**config.mk**
```make
export PLATFORM = sky130hd
export DESIGN_NAME = muldiv_unit
export DESIGN_NICKNAME = d
export VERILOG_FILES = /design/src/rtl/muldiv_pkg.sv /design/src/rtl/muldiv_unit.sv
export SDC_FILE = /design/constraint.sdc
export NUM_CORES = 1
export LEC_CHECK = 0
export CAP_MARGIN = 20
export CORE_MARGIN = 1.5
export CORE_UTILIZATION = 45
export CTS_CLUSTER_DIAMETER = 100
export DETAILED_ROUTE_END_ITERATION = 6
export GPL_TIMING_DRIVEN = 0
export PLACE_DENSITY = 0.65
export RECOVER_POWER = 50
export SLEW_MARGIN = 10
export SYNTH_ARGS = -nofsm -noshare
export SYNTH_HDL_FRONTEND = slang
export SYNTH_SLANG_ARGS = --single-unit
```
**constraint.sdc**
```tcl
create_clock -name clock -period 4.2 [get_ports clock]
set_input_delay 0.42 -clock clock [delete_from_list [all_inputs] [get_ports clock]]
set_output_delay 0.42 -clock clock [all_outputs]
set_load 0.1 [all_outputs]
```
**src/rtl/muldiv_pkg.sv**
```systemverilog
// Shared types for the iterative multiply/divide unit: operation encodings
// as seen on the op port, and the controller states.
package muldiv_pkg;

  typedef enum logic [1:0] {
    MULTU = 2'b00,
    MULT  = 2'b01,
    DIVU  = 2'b10,
    DIV   = 2'b11
  } muldiv_op_t;

  typedef enum logic [1:0] {
    IDLE = 2'd0,
    CALC = 2'd1,
    FIX  = 2'd2
  } muldiv_state_t;

endpackage

```
**src/rtl/muldiv_unit.sv**
```systemverilog
// Iterative shift-add multiplier / restoring divider with HI/LO result
// registers; signed ops run on magnitudes and are sign-corrected in FIX.
module muldiv_unit
  import muldiv_pkg::*;
#(
  parameter int Dbits = 32
) (
  input  logic             clock,
  input  logic             reset,
  input  logic             start,
  input  logic [1:0]       op,
  input  logic [Dbits-1:0] a,
  input  logic [Dbits-1:0] b,
  input  logic             wr_hi,
  input  logic             wr_lo,
  output logic             busy,
  output logic             done,
  output logic [Dbits-1:0] hi,
  output logic [Dbits-1:0] lo
);

  localparam int CW = $clog2(Dbits);

  muldiv_state_t          r_state, w_state_next;
  muldiv_op_t             r_op;
  logic [CW-1:0]          r_cnt;
  logic [2*Dbits-1:0]     r_acc;
  logic [Dbits-1:0]       r_opnd;
  logic                   r_neg_q, r_neg_r, r_bzero, r_done;
  logic [Dbits-1:0]       r_hi, r_lo;

  logic                   w_is_div;
  logic                   w_a_neg, w_b_neg;
  logic [Dbits-1:0]       w_a_mag, w_b_mag;
  logic [Dbits:0]         w_mul_sum, w_div_top, w_div_diff;
  logic                   w_div_ok;
  logic [Dbits-1:0]       w_div_rem;
  logic [2*Dbits-1:0]     w_acc_next, w_prod;
  logic [Dbits-1:0]       w_quo, w_rem;

  assign w_is_div = (r_op == DIVU) || (r_op == DIV);
  assign w_a_neg  = op[0] & a[Dbits-1];
  assign w_b_neg  = op[0] & b[Dbits-1];
  assign w_a_mag  = w_a_neg ? -a : a;
  assign w_b_mag  = w_b_neg ? -b : b;

  // Multiply: r_acc = {partial product, remaining multiplier bits}.
  // Divide:   r_acc = {partial remainder, remaining dividend / quotient bits}.
  assign w_mul_sum  = {1'b0, r_acc[2*Dbits-1:Dbits]} + {1'b0, (r_acc[0] ? r_opnd : '0)};
  assign w_div_top  = r_acc[2*Dbits-1:Dbits-1];
  assign w_div_diff = w_div_top - {1'b0, r_opnd};
  assign w_div_ok   = ~w_div_diff[Dbits];
  assign w_div_rem  = w_div_ok ? w_div_diff[Dbits-1:0] : w_div_top[Dbits-1:0];
  assign w_acc_next = w_is_div ? {w_div_rem, r_acc[Dbits-2:0], w_div_ok}
                               : {w_mul_sum, r_acc[Dbits-1:1]};

  assign w_prod = r_neg_q ? -r_acc : r_acc;
  assign w_quo  = r_neg_q ? -r_acc[Dbits-1:0] : r_acc[Dbits-1:0];
  assign w_rem  = r_neg_r ? -r_acc[2*Dbits-1:Dbits] : r_acc[2*Dbits-1:Dbits];

  always_ff @(posedge clock) begin
    if (reset) r_state <= IDLE;
    else       r_state <= w_state_next;
  end

  always_comb begin
    w_state_next = r_state;
    case (r_state)
      IDLE:    if (start) w_state_next = CALC;
      CALC:    if (r_cnt == '0) w_state_next = FIX;
      FIX:     w_state_next = IDLE;
      default: w_state_next = IDLE;
    endcase
  end

  always_comb begin
    busy = (r_state != IDLE);
    done = r_done;
    hi   = r_hi;
    lo   = r_lo;
  end

  always_ff @(posedge clock) begin
    if (reset) begin
      r_op    <= MULTU;
      r_cnt   <= '0;
      r_acc   <= '0;
      r_opnd  <= '0;
      r_neg_q <= 1'b0;
      r_neg_r <= 1'b0;
      r_bzero <= 1'b0;
      r_done  <= 1'b0;
      r_hi    <= '0;
      r_lo    <= '0;
    end else begin
      r_done <= (r_state == FIX);
      case (r_state)
        IDLE: begin
          if (start) begin
            r_op    <= muldiv_op_t'(op);
            r_cnt   <= CW'(Dbits - 1);
            r_neg_q <= w_a_neg ^ w_b_neg;
            r_neg_r <= w_a_neg;
            r_bzero <= (b == '0);
            r_opnd  <= op[1] ? w_b_mag : w_a_mag;
            r_acc   <= {{Dbits{1'b0}}, (op[1] ? w_a_mag : w_b_mag)};
          end else begin
            if (wr_hi) r_hi <= a;
            if (wr_lo) r_lo <= a;
          end
        end
        CALC: begin
          r_acc <= w_acc_next;
          r_cnt <= r_cnt - CW'(1);
        end
        FIX: begin
          // Zero divisor leaves the dividend in the remainder path, so only
          // the quotient needs forcing to all ones.
          if (w_is_div) begin
            r_hi <= w_rem;
            r_lo <= r_bzero ? '1 : w_quo;
          end else begin
            {r_hi, r_lo} <= w_prod;
          end
        end
        default: ;
      endcase
    end
  end

endmodule
```
Word-level counts from Yosys, hierarchy flattened. Cells that the tools add are included.

Add/sub/neg operators: 8. Equality and inequality tests: 9. Muxes and demuxes: 26. Bitwise gates (word level): 4. Reduce and logical (&&, ||, !) cells: 12.

Operators with widths (count): $mux W32 (15); $mux W64 (3); $neg A32 Y32 (4); $pmux W32 S2 (2); $pmux W64 S2 (1); $neg A64 Y64 (1); $add A32 B32 Y33 (1); $sub A33 B32 Y33 (1); $logic_not A32 Y1 (1); $ne A2 B2 Y1 const B (5); $pmux W5 S2 (1); $eq A2 B2 Y1 const B (3); $reduce_and A2 Y1 (3); $reduce_and A3 Y1 (2); $reduce_bool A2 Y1 (3); $logic_not A5 Y1 (1); $mux W5 (1); $sub A5 B1 Y5 const B (1); $mux W2 (2); $pmux W2 S2 (1); $and A1 B1 Y1 (2); $eq A2 B1 Y1 const B (1); $logic_not A2 Y1 (1); $logic_or A1 B1 Y1 (1); other kinds (2) (2).

Bits in registers: 173. Logic and storage cells: 70.

Longest topological paths before layout. Gate-level depths: netlist of the first run.

Word-level depth: 5. Depth in mapped cells: 15. Depth with buffers taken out: 14.

Least setup slack after synthesis of the first run. OpenSTA, ideal clock, no wires.

Path type: register to register. From: reg r_acc[32]. To: reg r_acc[60]. Setup time: 133 ps. Arrival time: 3194 ps. Data required time: 4067 ps. Path slack: 873 ps. Stages on the path, launching flop included: 14. Path buffers: 3. Period minus slack after synthesis: 3327 ps. Cell sequence: dfxtp_1 -> clkbuf_1 -> inv_1 -> fa_1 -> nand2b_1 -> a21oi_1 -> o21ai_0 -> a22oi_1 -> a41o_1 -> xor2_1 -> clkbuf_1 -> clkbuf_1 -> mux2i_1 -> o211ai_1.

Cells in the longest elaborated chain, start to end: 4. Elaborated cells between the ends (all ways): 5. Those cells by class: 2 x add/sub; 3 x mux.

Ends and longest elaborated chain: start, declared (line muldiv_unit.sv:27) `logic [2*Dbits-1:0] r_acc;`; start signal, assigned (line muldiv_unit.sv:106) `r_acc <= {{Dbits{1'b0}}, (op[1] ? w_a_mag : w_b_mag)};`; start signal, assigned (line muldiv_unit.sv:113) `r_acc <= w_acc_next;`; $sub A33 B32 Y33 (line muldiv_unit.sv:51) `assign w_div_diff = w_div_top - {1'b0, r_opnd};`; $mux W32 (line muldiv_unit.sv:53) `assign w_div_rem = w_div_ok ? w_div_diff[Dbits-1:0] : w_div_top[Dbits-1:0];`; $mux W64 (*) (line muldiv_unit.sv:54) `assign w_acc_next = w_is_div ? {w_div_rem, r_acc[Dbits-2:0], w_div_ok}`; $pmux W64 S2 (*) (line muldiv_unit.sv:97) `case (r_state)`.

Every way passes the cells marked *; elsewhere a longest branch is shown, timed or not. A chain may end at the register's enable or synchronous reset.

Worst setup path in the final report of the first run.
From: in a[3]. To: reg r_opnd[17].

Cells in the longest elaborated chain, start to end: 3.

Ends and longest elaborated chain: start, declared (line muldiv_unit.sv:12) `input logic [Dbits-1:0] a,`; $neg A32 Y32 (line muldiv_unit.sv:44) `assign w_a_mag = w_a_neg ? -a : a;`; $mux W32 (line muldiv_unit.sv:44); $mux W32 (line muldiv_unit.sv:105) `r_opnd <= op[1] ? w_b_mag : w_a_mag;`; end signal, assigned (line muldiv_unit.sv:105); end, declared (line muldiv_unit.sv:28) `logic [Dbits-1:0] r_opnd;`.

Every way passes these cells.

==> impl_results.md, run 1 <==
- Post-DR wirelength/cell: 24.38 um
- Syn Nets: 2055
- Clock latency at the later pin of the worst-skew pair: 0.45 ns
- NumNets Final: 2210
- Final worst slack: 0.1674 ns
- Register bit total from synthesis: 172
- Initial antenna violation count: 0
- Core area: 0.03067 mm2
- Layout Cells excl Fill: 2474
- Maximum fanout along the worst path: 8
- Final number of setup-violating endpoints: 0
- Status: finished, violations left
- CP required: 4.51 ns
- Clock sink total: 172
- PD cells: 344.6 mW/mm2
- Initial core utilization: 0.4583
- CP Capture Type: flip-flop
- Share of layout cells above drive strength 1: 0.03850
- WL final: 60310 um
- Synth top area cells: dfxtp_1 24%, a21oi_1 6.9%, ha_1 6.2%
- DRT Pass-1 Iters: 7
- IO buf count: 135
- Post-DP HPWL: 47950 um
- Die Ht: 179.7 um
- Max Fclk: 0.2480 GHz
- Vias in the first global route: 14210
- First-pass GRT wire length: 88840 um
- Hold WC Path Type: reg2reg
- Slew Limit Headroom: 0.3138
- Clock Skews: 0.01286 ns
- Largest net degree at the start of global routing: 17
- Min Clock Period, post-route: 4.033 ns
- Max VDD drop: 0.0003480 V
- Vias: 15860
- Cell Rows: 64
- EDFF count, synth: 0
- Failing checks: DRC
- Num CTS Buffers: 17
- Overall Power: 5.703 mW
- Die Area: 0.03230 mm2
- Post-DR vias/cell: 6.409
- P_leak: 6.438 nW
- H-tree levels: 4
- Cell accounting for the most synthesized area: dfxtp_1
- Synthesized area per cell: 7.351 um2
- I/O pin count: 137
- Die width: 179.7 um
- Most frequent cell after synthesis: nor2_1
- Place WS: -0.5117 ns
- Hold Slack: 0.4591 ns
- Arr. time, crit path: 4.34 ns
- GPL Wtd Cong: 1.052
- CTS clk-pin slew, worst paths: 0.08 ns
- RSZ-0062 raised after global routing: false
- CTS root buffer: clkbuf_16
- CTS tree: yes
- Startpoint types: primary input
- MaxCap Viol Count: 0
- Setup TNS: 0 ns
- Overflow after GRT: 0
- DP Cell Count: 2444
- DR DRC count: 6
- Number of DRC markers in iteration 0: 2023
- Worst Max-Slew Pin Slew: 1.026 ns
- Sequential area share after synthesis: 0.2450
- Total Routing Usage GR: 0.3600
- Share of synthesized flip-flops with an asynchronous set or reset: 0
- Setup repair bufs after CTS: 0
- Netlist cell types: 72
- Synth warnings: 0
- Synth top area share: 0.2450
- Post-synth top cells: 217 x nor2_1, 194 x a21oi_1, 185 x nand2_1
- Post-synth design cell area: 0.01406 mm2
- Antenna diode count: 0
- Crit share post-route: 0.9601
- Gate count of the mapped netlist: 1912
- Final hold vios: 0
- Post-synth top flop: dfxtp_1
- CP Class: in2reg
- Layout area overhead: 17.74%
- Clock Path Buffers: 2
- Fin. max-slew vios: 0
- Post-route ant nets: 0
placed cells by master (no fill, tap or decap), types with 7 or more instances in the layout:
master,count
clkdlybuf4s50_1,65
nand4_1,10
clkbuf_16,17
a31oi_1,43
mux2i_1,45
o21ai_0,141
nand2b_1,16
xor2_1,87
or3_1,14
and2_1,12
dfxtp_1,171
or4_1,14
o31ai_1,29
nor2b_1,12
xnor2_1,92
a41oi_1,7
nand3_1,20
nor3_1,31
o211ai_1,41
or2_2,9
o21a_1,7
a222oi_1,27
nor4_1,19
a221oi_1,12
a22oi_1,44
inv_1,64
a21o_1,18
a211o_1,8
clkbuf_1,114
o22ai_1,17
a21oi_1,194
nor2_1,217
ha_1,70
a211oi_1,13
o41ai_1,9
dlygate4sd3_1,70
nand2_1,185
path summary, 6_finish.rpt:
check	startpoint	cells past startpoint	slack, ns	to
max	a[3]	11	0.17	r_opnd[17]
min	r_opnd[23]	2	0.46	r_opnd[23]
max reg2reg	r_acc[0]	14	0.19	r_acc[63]
min reg2reg	r_opnd[23]	2	0.46	r_opnd[23]
metrics by stage:
step / instance area (um2) / utilization
after floorplan: 14060 / -
after global placement: 15900 / 0.5185
after detailed placement: 15910 / 0.5187
after CTS: 16520 / 0.5386
after global routing: 16550 / 0.5396
final: 16550 / 0.5396
layer usage:
metal,vias to the layer above,global-route usage,part of all wire
met4,0,0.1137,0.028
met1,7507,0.5162,0.44
met5,-,0,0
li1,7277,-,-
met2,968,0.5246,0.42
met3,104,0.08975,0.12
state kept, by name, summed over array words and instances, names as in the netlist:
| register | cells |
|---|---|
| r_cnt | 5 |
| done | 1 |
| r_bzero | 1 |
| hi | 32 |
| r_opnd | 32 |
| r_neg_q | 1 |
| r_neg_r | 1 |
| lo | 32 |
| r_state | 2 |
| r_acc | 64 |
| r_op | 1 |
cell families after synthesis:
| logic type | after synthesis | synth area share |
|---|---|---|
| AO/OA/AOI/OAI | 658 | 0.2978 |
| AND/OR/NAND/NOR | 583 | 0.1881 |
| buffers and inverters | 201 | 0.05902 |
| XOR/XNOR | 180 | 0.1122 |
| flip-flops | 172 | 0.2450 |
| adder cells (fa/ha/maj) | 72 | 0.06516 |
| multiplexers | 46 | 0.03285 |
critical path, cell delays in order:
cell,delay [ns]
dlygate4sd3_1,0.68
or4_1,0.58
or3_1,0.38
or4_1,0.54
or2_2,0.31
clkbuf_4,0.18
o41ai_1,0.30
xor2_1,0.48
o21ai_0,0.26
nand2_1,0.14
a21oi_1,0.07
what timing repair did:
action                     4_1_cts  5_1_grt
gates resized for setup          8       16
hold buffers                     0        0
pin swaps                        0        1
setup endpoints to repair       29       29
layout make-up:
| type | instances | area [um2] |
|---|---|---|
| Timing Repair Buffer | 136 | 1356 |
| Clock inverter | 12 | 152.6 |
| Clock buffer | 18 | 439.2 |
| Tap cell | 396 | 495.5 |
| Multi-Input combinational cell | 1539 | 9821 |
| Fill cell | 3059 | 14120 |
| Buffer | 137 | 600.6 |
| Sequential cell | 172 | 3445 |
| Inverter | 64 | 240.2 |
power breakdown:
part | total (mW) | switching, mW | leakage [nW] | internal [mW]
Clock | 1.70 | 0.792 | 0.286 | 0.908
Sequential | 1.88 | 0.134 | 1.41 | 1.74
Combinational | 2.13 | 1.45 | 4.75 | 0.672
Power figures use the tool's default switching activity.
==> run 2, diff against run 1 <==
--- a/config.mk
+++ b/config.mk
@@ -6,6 +6,7 @@
 export NUM_CORES = 1
 export LEC_CHECK = 0
 export CAP_MARGIN = 20
+export CORE_ASPECT_RATIO = 2
 export CORE_MARGIN = 1.5
 export CORE_UTILIZATION = 45
 export CTS_CLUSTER_DIAMETER = 100
==> impl_results.md, run 2 (same netlist as run 1, synthesis figures left out) <==
- CP Capture Type: flip-flop (unchanged)
- Final worst slack: -0.1322 ns (was 0.1674 ns)
- Setup TNS: -0.1330 ns (was 0 ns)
- Min Clock Period, post-route: 4.332 ns (was 4.033 ns)
- H-tree levels: 4 (unchanged)
- Clock sink total: 172 (unchanged)
- Crit-path max cell delay: 0.78 ns (was 0.68 ns)
- Layout area overhead: 17.54% (was 17.74%)
- PD cells: 350.5 mW/mm2 (was 344.6 mW/mm2)
- Sw Ratio: 0.4445 (was 0.4172)
- Clock Path Buffers: 2 (unchanged)
- Hold WC Path Type: reg2reg (unchanged)
- Post-DR wirelength/cell: 28.92 um (was 24.38 um)
- Switch Pwr: 2.574 mW (was 2.379 mW)
- Final hold vios: 0 (unchanged)
- Clock latency at the later pin of the worst-skew pair: 0.47 ns (was 0.45 ns)
- Core area: 0.03074 mm2 (was 0.03067 mm2)
- CTS clk-pin slew, worst paths: 0.07 ns (was 0.08 ns)
- Combinational Power Share: 0.388 (was 0.373)
- Startpoint types: flip-flop (was primary input)
- Delay-heaviest family, CP: compound AO/OA/AOI/OAI gates (was simple AND/OR/NAND/NOR gates)
- Status: finished, violations left (unchanged)
- Worst hold start: r_opnd[30] (was r_opnd[23])
- Most frequent cells in the layout: 217 x nor2_1, 194 x a21oi_1, 185 x nand2_1 (unchanged)
- Crit-path cells: inv_1, ha_1, nand2b_1, a21oi_1, o21ai_0, a21oi_1, nor2_1, o21bai_1, a31oi_1, xnor2_1, mux2i_1, o21ai_0 (was dlygate4sd3_1, or4_1, or3_1, or4_1, or2_2, clkbuf_4, o41ai_1, xor2_1, o21ai_0, nand2_1, a21oi_1)
- DR DRC count: 1 (was 6)
- Die Ht: 252.9 um (was 179.7 um)
- Post-DR vias/cell: 6.577 (was 6.409)
- Largest net degree at the start of global routing: 19 (was 17)
- Vias in the first global route: 15930 (was 14210)
- First-pass GRT wire length: 101600 um (was 88840 um)
- Cell Rows: 91 (was 64)
- Initial core utilization: 0.4572 (was 0.4583)
- Max Fclk: 0.2308 GHz (was 0.2480 GHz)
- CP required: 4.60 ns (was 4.51 ns)
- WL final: 70950 um (was 60310 um)
- Overflow after GRT: 0 (unchanged)
- P_leak: 6.442 nW (was 6.438 nW)
- CTS root buffer: clkbuf_16 (unchanged)
- CP max stage cell: a21oi_1 (was dlygate4sd3_1)
- Hold Path Depth: 2 (unchanged)
- Slew Limit Headroom: 0.1860 (was 0.3138)
- Clock power frac: 0.283 (was 0.298)
- CP bufs+invs: 1 (was 2)
- Number of cells on the worst reg-to-reg path: 12 (was 14)
- Hold_buf cts: 0 (unchanged)
- Commonest non-fill, non-tap cell in the layout: nor2_1 (unchanged)
- Slack of the worst reg-to-reg path: -0.13 ns (was 0.19 ns)
- Final Util: 0.5374 (was 0.5396)
- Vias: 16130 (was 15860)
- Arr. time, crit path: 4.73 ns (was 4.34 ns)
- Share of layout cells above drive strength 1: 0.04037 (was 0.03850)
- Largest register by flop count: r_acc (unchanged)
- Fin. max-slew vios: 0 (unchanged)
- GPL Wtd Cong: 1.029 (was 1.052)
- DRT Pass-1 Iters: 7 (unchanged)
- Post-DP HPWL: 57960 um (was 47950 um)
- Worst R2R Start: r_acc[31] (was r_acc[0])
- Crit share post-route: 1.031 (was 0.9601)
- Seq pwr share: 0.328 (was 0.329)
- Number of DRC markers in iteration 0: 1333 (was 2023)
- Initial antenna violation count: 0 (unchanged)
- Cell-internal power: 3.217 mW (was 3.324 mW)
- Maximum fanout along the worst path: 6 (was 8)
- Post-route ant nets: 0 (unchanged)
- CTS tree: yes (unchanged)
- Endpoint, Worst Hold: r_opnd[30] (was r_opnd[23])
- I/O pin count: 137 (unchanged)
- Antenna diode count: 0 (unchanged)
- RR Endpoint: r_acc[51] (was r_acc[63])
- NumNets Final: 2211 (was 2210)
- IO buf count: 135 (unchanged)
- MaxCap Viol Count: 0 (unchanged)
- Largest register FFs: 64 (unchanged)
- Worst Max-Slew Pin Slew: 1.212 ns (was 1.026 ns)
- Total Routing Usage GR: 0.4378 (was 0.3600)
- Max VDD drop: 0.0003151 V (was 0.0003480 V)
- Die width: 128.0 um (was 179.7 um)
- Num CTS Buffers: 17 (unchanged)
- Clock Skews: 0.01228 ns (was 0.01286 ns)
- RSZ-0062 raised after global routing: false (unchanged)
- Die Area: 0.03237 mm2 (was 0.03230 mm2)
- Failing checks: DRC, setup timing (was DRC)
- Hold Slack: 0.4544 ns (was 0.4591 ns)
- CP Class: reg2reg (was in2reg)
- Final number of setup-violating endpoints: 2 (was 0)
==> run 2: cell count changes in the layout (fill, tap and decap cells not counted), sizes merged <==
cell	before	now
clkdlybuf4s50	65	66
clkinv	1	6
buf	11	13
bufinv	2	0
clkbuf	145	143
dlygate4sd3	70	69
==> run 2: per-layer routing <==
| metal | track usage | up-vias | share of wire |
|---|---|---|---|
| met3 | 0.08641 | 400 | 0.056 |
| met5 | 0 | - | 0 |
| li1 | - | 7270 | - |
| met1 | 0.3800 | 7604 | 0.30 |
| met2 | 0.7727 | 860 | 0.50 |
| met4 | 0.5024 | 0 | 0.14 |
==> run 2: per-stage QoR <==
stage / area [um2] / cells / setup slack, ns / power (mW)
after floorplan: 14060 / 1912 / 0.8728 / 3.262
after global placement: 15870 / 2419 / -0.9195 / 4.070
after detailed placement: 15880 / 2420 / -0.9853 / 4.090
after CTS: 16490 / 2453 / 0.03010 / 5.706
after global routing: 16520 / 2453 / 0.003467 / 5.950
final: 16520 / 2453 / -0.1322 / 5.791
==> run 2: cell type report <==
cell class	instances	area [um2]
tap	372	465.4
fill	3167	14220
multi-input combinational	1539	9828
sequential	172	3446
inverter	64	240.2
clock inverter	15	151.4
buffer	137	601.8
timing repair buffer	137	1364
clock buffer	17	425.4
==> run 2: worst max path at each step <==
stage                     slack [ns]         to  cells after the start  startpoint
after floorplan                 0.87  r_acc[60]                     13   r_acc[32]
after CTS                       0.03  r_acc[59]                     14    r_acc[0]
after global routing           0.003  r_acc[51]                     12   r_acc[31]
final                          -0.13  r_acc[51]                     12   r_acc[31]
after detailed placement       -0.99  r_acc[60]                     13   r_acc[32]
after global placement         -0.92  r_acc[60]                     13   r_acc[32]
==> run 2: power by group through the flow <==
| stage | clock [mW] | sequential (mW) | combinational, mW |
|---|---|---|---|
| floorplan | 0 | 2.10 | 1.17 |
| global placement | 0 | 1.93 | 2.14 |
| detailed placement | 0 | 1.93 | 2.16 |
| CTS | 1.63 | 1.89 | 2.18 |
| global route | 1.69 | 1.90 | 2.35 |
| finish | 1.64 | 1.90 | 2.25 |
==> run 2: what timing repair did <==
| action | CTS | global route |
|---|---|---|
| setup endpoints to repair | 36 | 23 |
| gates resized for setup | 13 | 13 |
| setup buffers | 1 | 0 |
| pin swaps | 1 | 1 |
==> run 2: worst register-to-register path, cell delays in order, from the launching register on <==
cell	delay [ns]
dfxtp_2	0.51
inv_1	0.09
ha_1	0.23
nand2b_1	0.33
a21oi_1	0.26
o21ai_0	0.26
a21oi_1	0.78
nor2_1	0.23
o21bai_1	0.56
a31oi_1	0.19
xnor2_1	0.51
mux2i_1	0.15
o21ai_0	0.15
==> RTL edit 1: new RTL, settings of run 1 <==
Set the parameter `Dbits` to 16 (it was 32).
--- a/src/rtl/muldiv_unit.sv
+++ b/src/rtl/muldiv_unit.sv
@@ -3,7 +3,7 @@
 module muldiv_unit
   import muldiv_pkg::*;
 #(
-  parameter int Dbits = 32
+  parameter int Dbits = 16
 ) (
   input  logic             clock,
   input  logic             reset,
Ports: changed (resized a, b, hi and lo); port bits go from 137 to 73. No check against the original RTL was run, so the function may have changed too.
==> RTL edit 1 against run 1 <==
- area after synthesis down 49%
- sequential share of layout area up 0.60 points
- critical endpoint is now r_acc[29]
- sequential cell count decreased by 81
- routed wire length decreased by 58%
- power down 46%
- setup slack better by 0.57 ns
- via count decreased by 52%
- final area is 49% lower
==> RTL edit 1: results (changes against run 1) <==
Final nets=1113 (was 2210); total length of routed met2 wires=11.2 mm (was 25.1 mm); status=finished, final reports clean (was finished with violations); leakage=3.29 nW (was 6.44 nW); clk_lat worst skew=0.36 ns (was 0.45 ns); area of the multi-input gates=5000 um^2 (was 9820 um^2); most instantiated cells after synthesis=100 x nand2_1, 91 x dfxtp_1, 90 x nor2_1 (was 217 x nor2_1, 194 x a21oi_1, 185 x nand2_1); share of layout cells above drive strength 1=0.0394 (was 0.0385); comb_multi_in=765 (was 1539); M2 GR Usage=0.475 (was 0.525); M1 GR Usage=0.402 (was 0.516); Largest register FFs=32 (was 64); post-DP HPWL=19.6 mm (was 47.9 mm); crit-path max FO=10 (was 8); Fillers=1603 (was 3059); RD Place Congestion=0.927 (was 1.05); syn_nets=1031 (was 2055); H-Tree Depth=3 (was 4); area share of fa/ha/maj cells after synthesis=0.0699 (was 0.0652); sequential cell area fraction in the yosys report=0.253 (was 0.245); post-synthesis cell count=953 (was 1912); NonClk Buf Share=0.109 (was 0.118); drt first pass iters=5 (was 7); wire length per cell=20.1 um (was 24.4 um); worst IR drop on VDD=0.000233 V (was 0.000348 V); Synth Area in Compound Gates=0.305 (was 0.298)
[RTL edit 1: changes by cell type after synthesis, sizes merged, moves of 22 or more]
| cell | delta |
|---|---|
| o31ai | -22 |
| a31oi | -25 |
| mux2i | -26 |
| nand2 | -86 |
| o21ai | -79 |
| xor2 | -60 |
| inv | -23 |
| xnor2 | -44 |
| nor2 | -126 |
| dfxtp | -81 |
| clkbuf | -79 |
| a21oi | -109 |
| ha | -33 |
[RTL edit 1: power by group]
group | internal (mW) | switching (mW) | leakage (nW)
clock | 0.557 | 0.378 | 0.158
sequential | 0.928 | 0.0683 | 0.745
combinational | 0.392 | 0.744 | 2.38
total | 1.88 | 1.19 | 3.29
[RTL edit 1: critical path: stages (launching register included)]
cell      delay, ns
dfxtp_1        0.42
inv_1          0.31
clkbuf_1       0.52
nor2_1         0.13
ha_1           0.37
nand3_1        0.08
a21oi_1        0.26
o41ai_1        0.19
a311oi_1       0.40
a31oi_1        0.24
xnor2_1        0.17
a22oi_1        0.15
o21ai_0        0.10
[RTL edit 1: stage by stage]
stage	area [um^2]	power, mW	worst slack [ns]
2_1_floorplan	7190	1.81	1.42
3_3_place_gp	8170	2.13	0.780
3_5_place_dp	8170	2.14	0.824
4_1_cts	8510	3.06	0.807
5_1_grt	8510	3.20	0.446
6_report	8510	3.07	0.734
[RTL edit 1: final timing paths]
check	start	endpoint	slack, ns	depth (start not counted)
setup / recovery	r_acc[0]	r_acc[29]	0.73	12
hold / removal	r_opnd[9]	r_opnd[9]	0.45	2
setup reg to reg	r_acc[0]	r_acc[29]	0.73	12
hold reg to reg	r_opnd[9]	r_opnd[9]	0.45	2
[RTL edit 1: logic make-up after synthesis]
group           after synthesis
compound gates              329
simple gates                300
buf+inv                      97
flops                        91
xor+xnor                     76
fa+ha+maj                    39
mux                          21
==> RTL edit 2: new RTL, config.mk and constraints of run 1 <==
Made on the original files. Register the inputs `start`, `op`, `a`, `b`, `wr_hi` and `wr_lo` before use. The logic sees them one clock later.
--- a/src/rtl/muldiv_unit.sv
+++ b/src/rtl/muldiv_unit.sv
@@ -21,6 +21,22 @@
 
   localparam int CW = $clog2(Dbits);
 
+  logic start_q;
+  logic [1:0] op_q;
+  logic [Dbits-1:0] a_q;
+  logic [Dbits-1:0] b_q;
+  logic wr_hi_q;
+  logic wr_lo_q;
+
+  always_ff @(posedge clock) begin
+    start_q <= start;
+    op_q    <= op;
+    a_q     <= a;
+    b_q     <= b;
+    wr_hi_q <= wr_hi;
+    wr_lo_q <= wr_lo;
+  end
+
   muldiv_state_t          r_state, w_state_next;
   muldiv_op_t             r_op;
   logic [CW-1:0]          r_cnt;
@@ -39,10 +55,10 @@
   logic [Dbits-1:0]       w_quo, w_rem;
 
   assign w_is_div = (r_op == DIVU) || (r_op == DIV);
-  assign w_a_neg  = op[0] & a[Dbits-1];
-  assign w_b_neg  = op[0] & b[Dbits-1];
-  assign w_a_mag  = w_a_neg ? -a : a;
-  assign w_b_mag  = w_b_neg ? -b : b;
+  assign w_a_neg  = op_q[0] & a_q[Dbits-1];
+  assign w_b_neg  = op_q[0] & b_q[Dbits-1];
+  assign w_a_mag  = w_a_neg ? -a_q : a_q;
+  assign w_b_mag  = w_b_neg ? -b_q : b_q;
 
   // Multiply: r_acc = {partial product, remaining multiplier bits}.
   // Divide:   r_acc = {partial remainder, remaining dividend / quotient bits}.
@@ -66,7 +82,7 @@
   always_comb begin
     w_state_next = r_state;
     case (r_state)
-      IDLE:    if (start) w_state_next = CALC;
+      IDLE:    if (start_q) w_state_next = CALC;
       CALC:    if (r_cnt == '0) w_state_next = FIX;
       FIX:     w_state_next = IDLE;
       default: w_state_next = IDLE;
@@ -96,17 +112,17 @@
       r_done <= (r_state == FIX);
       case (r_state)
         IDLE: begin
-          if (start) begin
-            r_op    <= muldiv_op_t'(op);
+          if (start_q) begin
+            r_op    <= muldiv_op_t'(op_q);
             r_cnt   <= CW'(Dbits - 1);
             r_neg_q <= w_a_neg ^ w_b_neg;
             r_neg_r <= w_a_neg;
-            r_bzero <= (b == '0);
-            r_opnd  <= op[1] ? w_b_mag : w_a_mag;
-            r_acc   <= {{Dbits{1'b0}}, (op[1] ? w_a_mag : w_b_mag)};
+            r_bzero <= (b_q == '0);
+            r_opnd  <= op_q[1] ? w_b_mag : w_a_mag;
+            r_acc   <= {{Dbits{1'b0}}, (op_q[1] ? w_a_mag : w_b_mag)};
           end else begin
-            if (wr_hi) r_hi <= a;
-            if (wr_lo) r_lo <= a;
+            if (wr_hi_q) r_hi <= a_q;
+            if (wr_lo_q) r_lo <= a_q;
           end
         end
         CALC: begin
Behaviour: not the same (a bounded check fails within 4 cycles, from zero or initial values and one cycle with reset high).
==> RTL edit 2 against run 1 <==
- the run still ends with DRC left
- sequential cell count rose by 69
- setup slack gained 0.032 ns
- routed wire length up 4.1%
- sequential share of layout area grew 5.1 points
- sequential power grew 40%
- final area up 13%
- area after synthesis rose by 12%
- count of clock-buffer cells in the layout increased by 15
- power is 28% higher
- largest cell class unchanged
==> RTL edit 2: results (changes against run 1) <==
CP max-delay cell=o41ai_1 (was dlygate4sd3_1); global-route wire length before repair=92.6 mm (was 88.8 mm); sequential share of power=0.361 (was 0.329); met1 wire length=25.6 mm (was 26.4 mm); NonClk Buf Share=0.103 (was 0.118); clk_lat worst skew=0.56 ns (was 0.45 ns); Clock Path Buffers=3 (was 2); number of clock sinks=241 (was 172); crit-path max FO=10 (was 8); CP startpoint=r_acc[0] (was a[3]); most instantiated cells after synthesis=241 x dfxtp_1, 203 x a21oi_1, 196 x nor2_1 (was 217 x nor2_1, 194 x a21oi_1, 185 x nand2_1); Fillers=3361 (was 3059); syn_nets=2152 (was 2055); worst IR drop on VDD=0.000376 V (was 0.000348 V); initial antenna violation count=1 (was 0); clock buffer count=33 (was 18); CP Launch Type=flop (was input pin); gr usage total=0.338 (was 0.360); Hold Crit Endpoint=a_q[3] (was r_opnd[23]); vias in the first global route=15400 (was 14200); Placed Instances=2599 (was 2444); M1 GR Usage=0.443 (was 0.516); Hold WC Path Type=input pin to flop (was flop to flop); Arrival @ worst endpoint=4.43 ns (was 4.34 ns); number of distinct library cells after synthesis=80 (was 72); routed vias/inst=6.23 (was 6.41); wire length per cell=23.7 um (was 24.4 um); failing checks=DRC (unchanged); critical path's largest stage delay=0.49 ns (was 0.68 ns); power in sequential cells=2.64 mW (was 1.88 mW); largest net degree at the start of global routing=16 (was 17); final non-filler cell total=2650 (was 2474); largest cells by area after synthesis=dfxtp_1 31%, a21oi_1 6.4%, xnor2_1 6.4%, ha_1 5.6%, nor2_1 4.7% (was dfxtp_1 24%, a21oi_1 6.9%, ha_1 6.2%, nor2_1 5.8%, xnor2_1 5.8%); inverters=71 (was 64); status=finished with violations (unchanged); M2 GR Usage=0.524 (was 0.525); sequential cell area fraction in the yosys report=0.306 (was 0.245); post-DP HPWL=49.1 mm (was 47.9 mm); RD Place Congestion=0.998 (was 1.05); total length of routed met2 wires=27.5 mm (was 25.1 mm); DRT iter0 DRCs=2021 (was 2023); H-Tree Depth=1 (was 4); average cell area after synthesis=7.84 um^2 (was 7.35 um^2); DRC errors left=10 (was 6)
[RTL edit 2: stage by stage]
stage	hold WS (ns)	utilization	area, um^2	worst slack [ns]	setup TNS (ns)
global placement	0.441	0.512	17700	-0.239	-2.37
CTS	0.279	0.539	18600	0.0295	0
floorplan	0.432	-	15800	0.761	0
finish	0.399	0.539	18600	0.200	0
global route	0.395	0.539	18600	0.0633	0
detailed placement	0.445	0.512	17700	-0.297	-4.28
[RTL edit 2: logic make-up after synthesis]
| logic type | synth area share |
|---|---|
| compound gates | 0.276 |
| simple gates | 0.171 |
| flops | 0.306 |
| buf+inv | 0.0515 |
| xor+xnor | 0.0978 |
| fa+ha+maj | 0.0581 |
| mux | 0.0390 |
[RTL edit 2: critical path: cells and delay by family, from the launching register on]
kind                     cells  cell delay (ns)
XOR/XNOR                     1             0.15
buffers and inverters        3             0.78
adder cells (fa/ha/maj)      1             0.35
flip-flops                   1             0.45
AND/OR/NAND/NOR              4             0.82
AO/OA/AOI/OAI                4             1.31
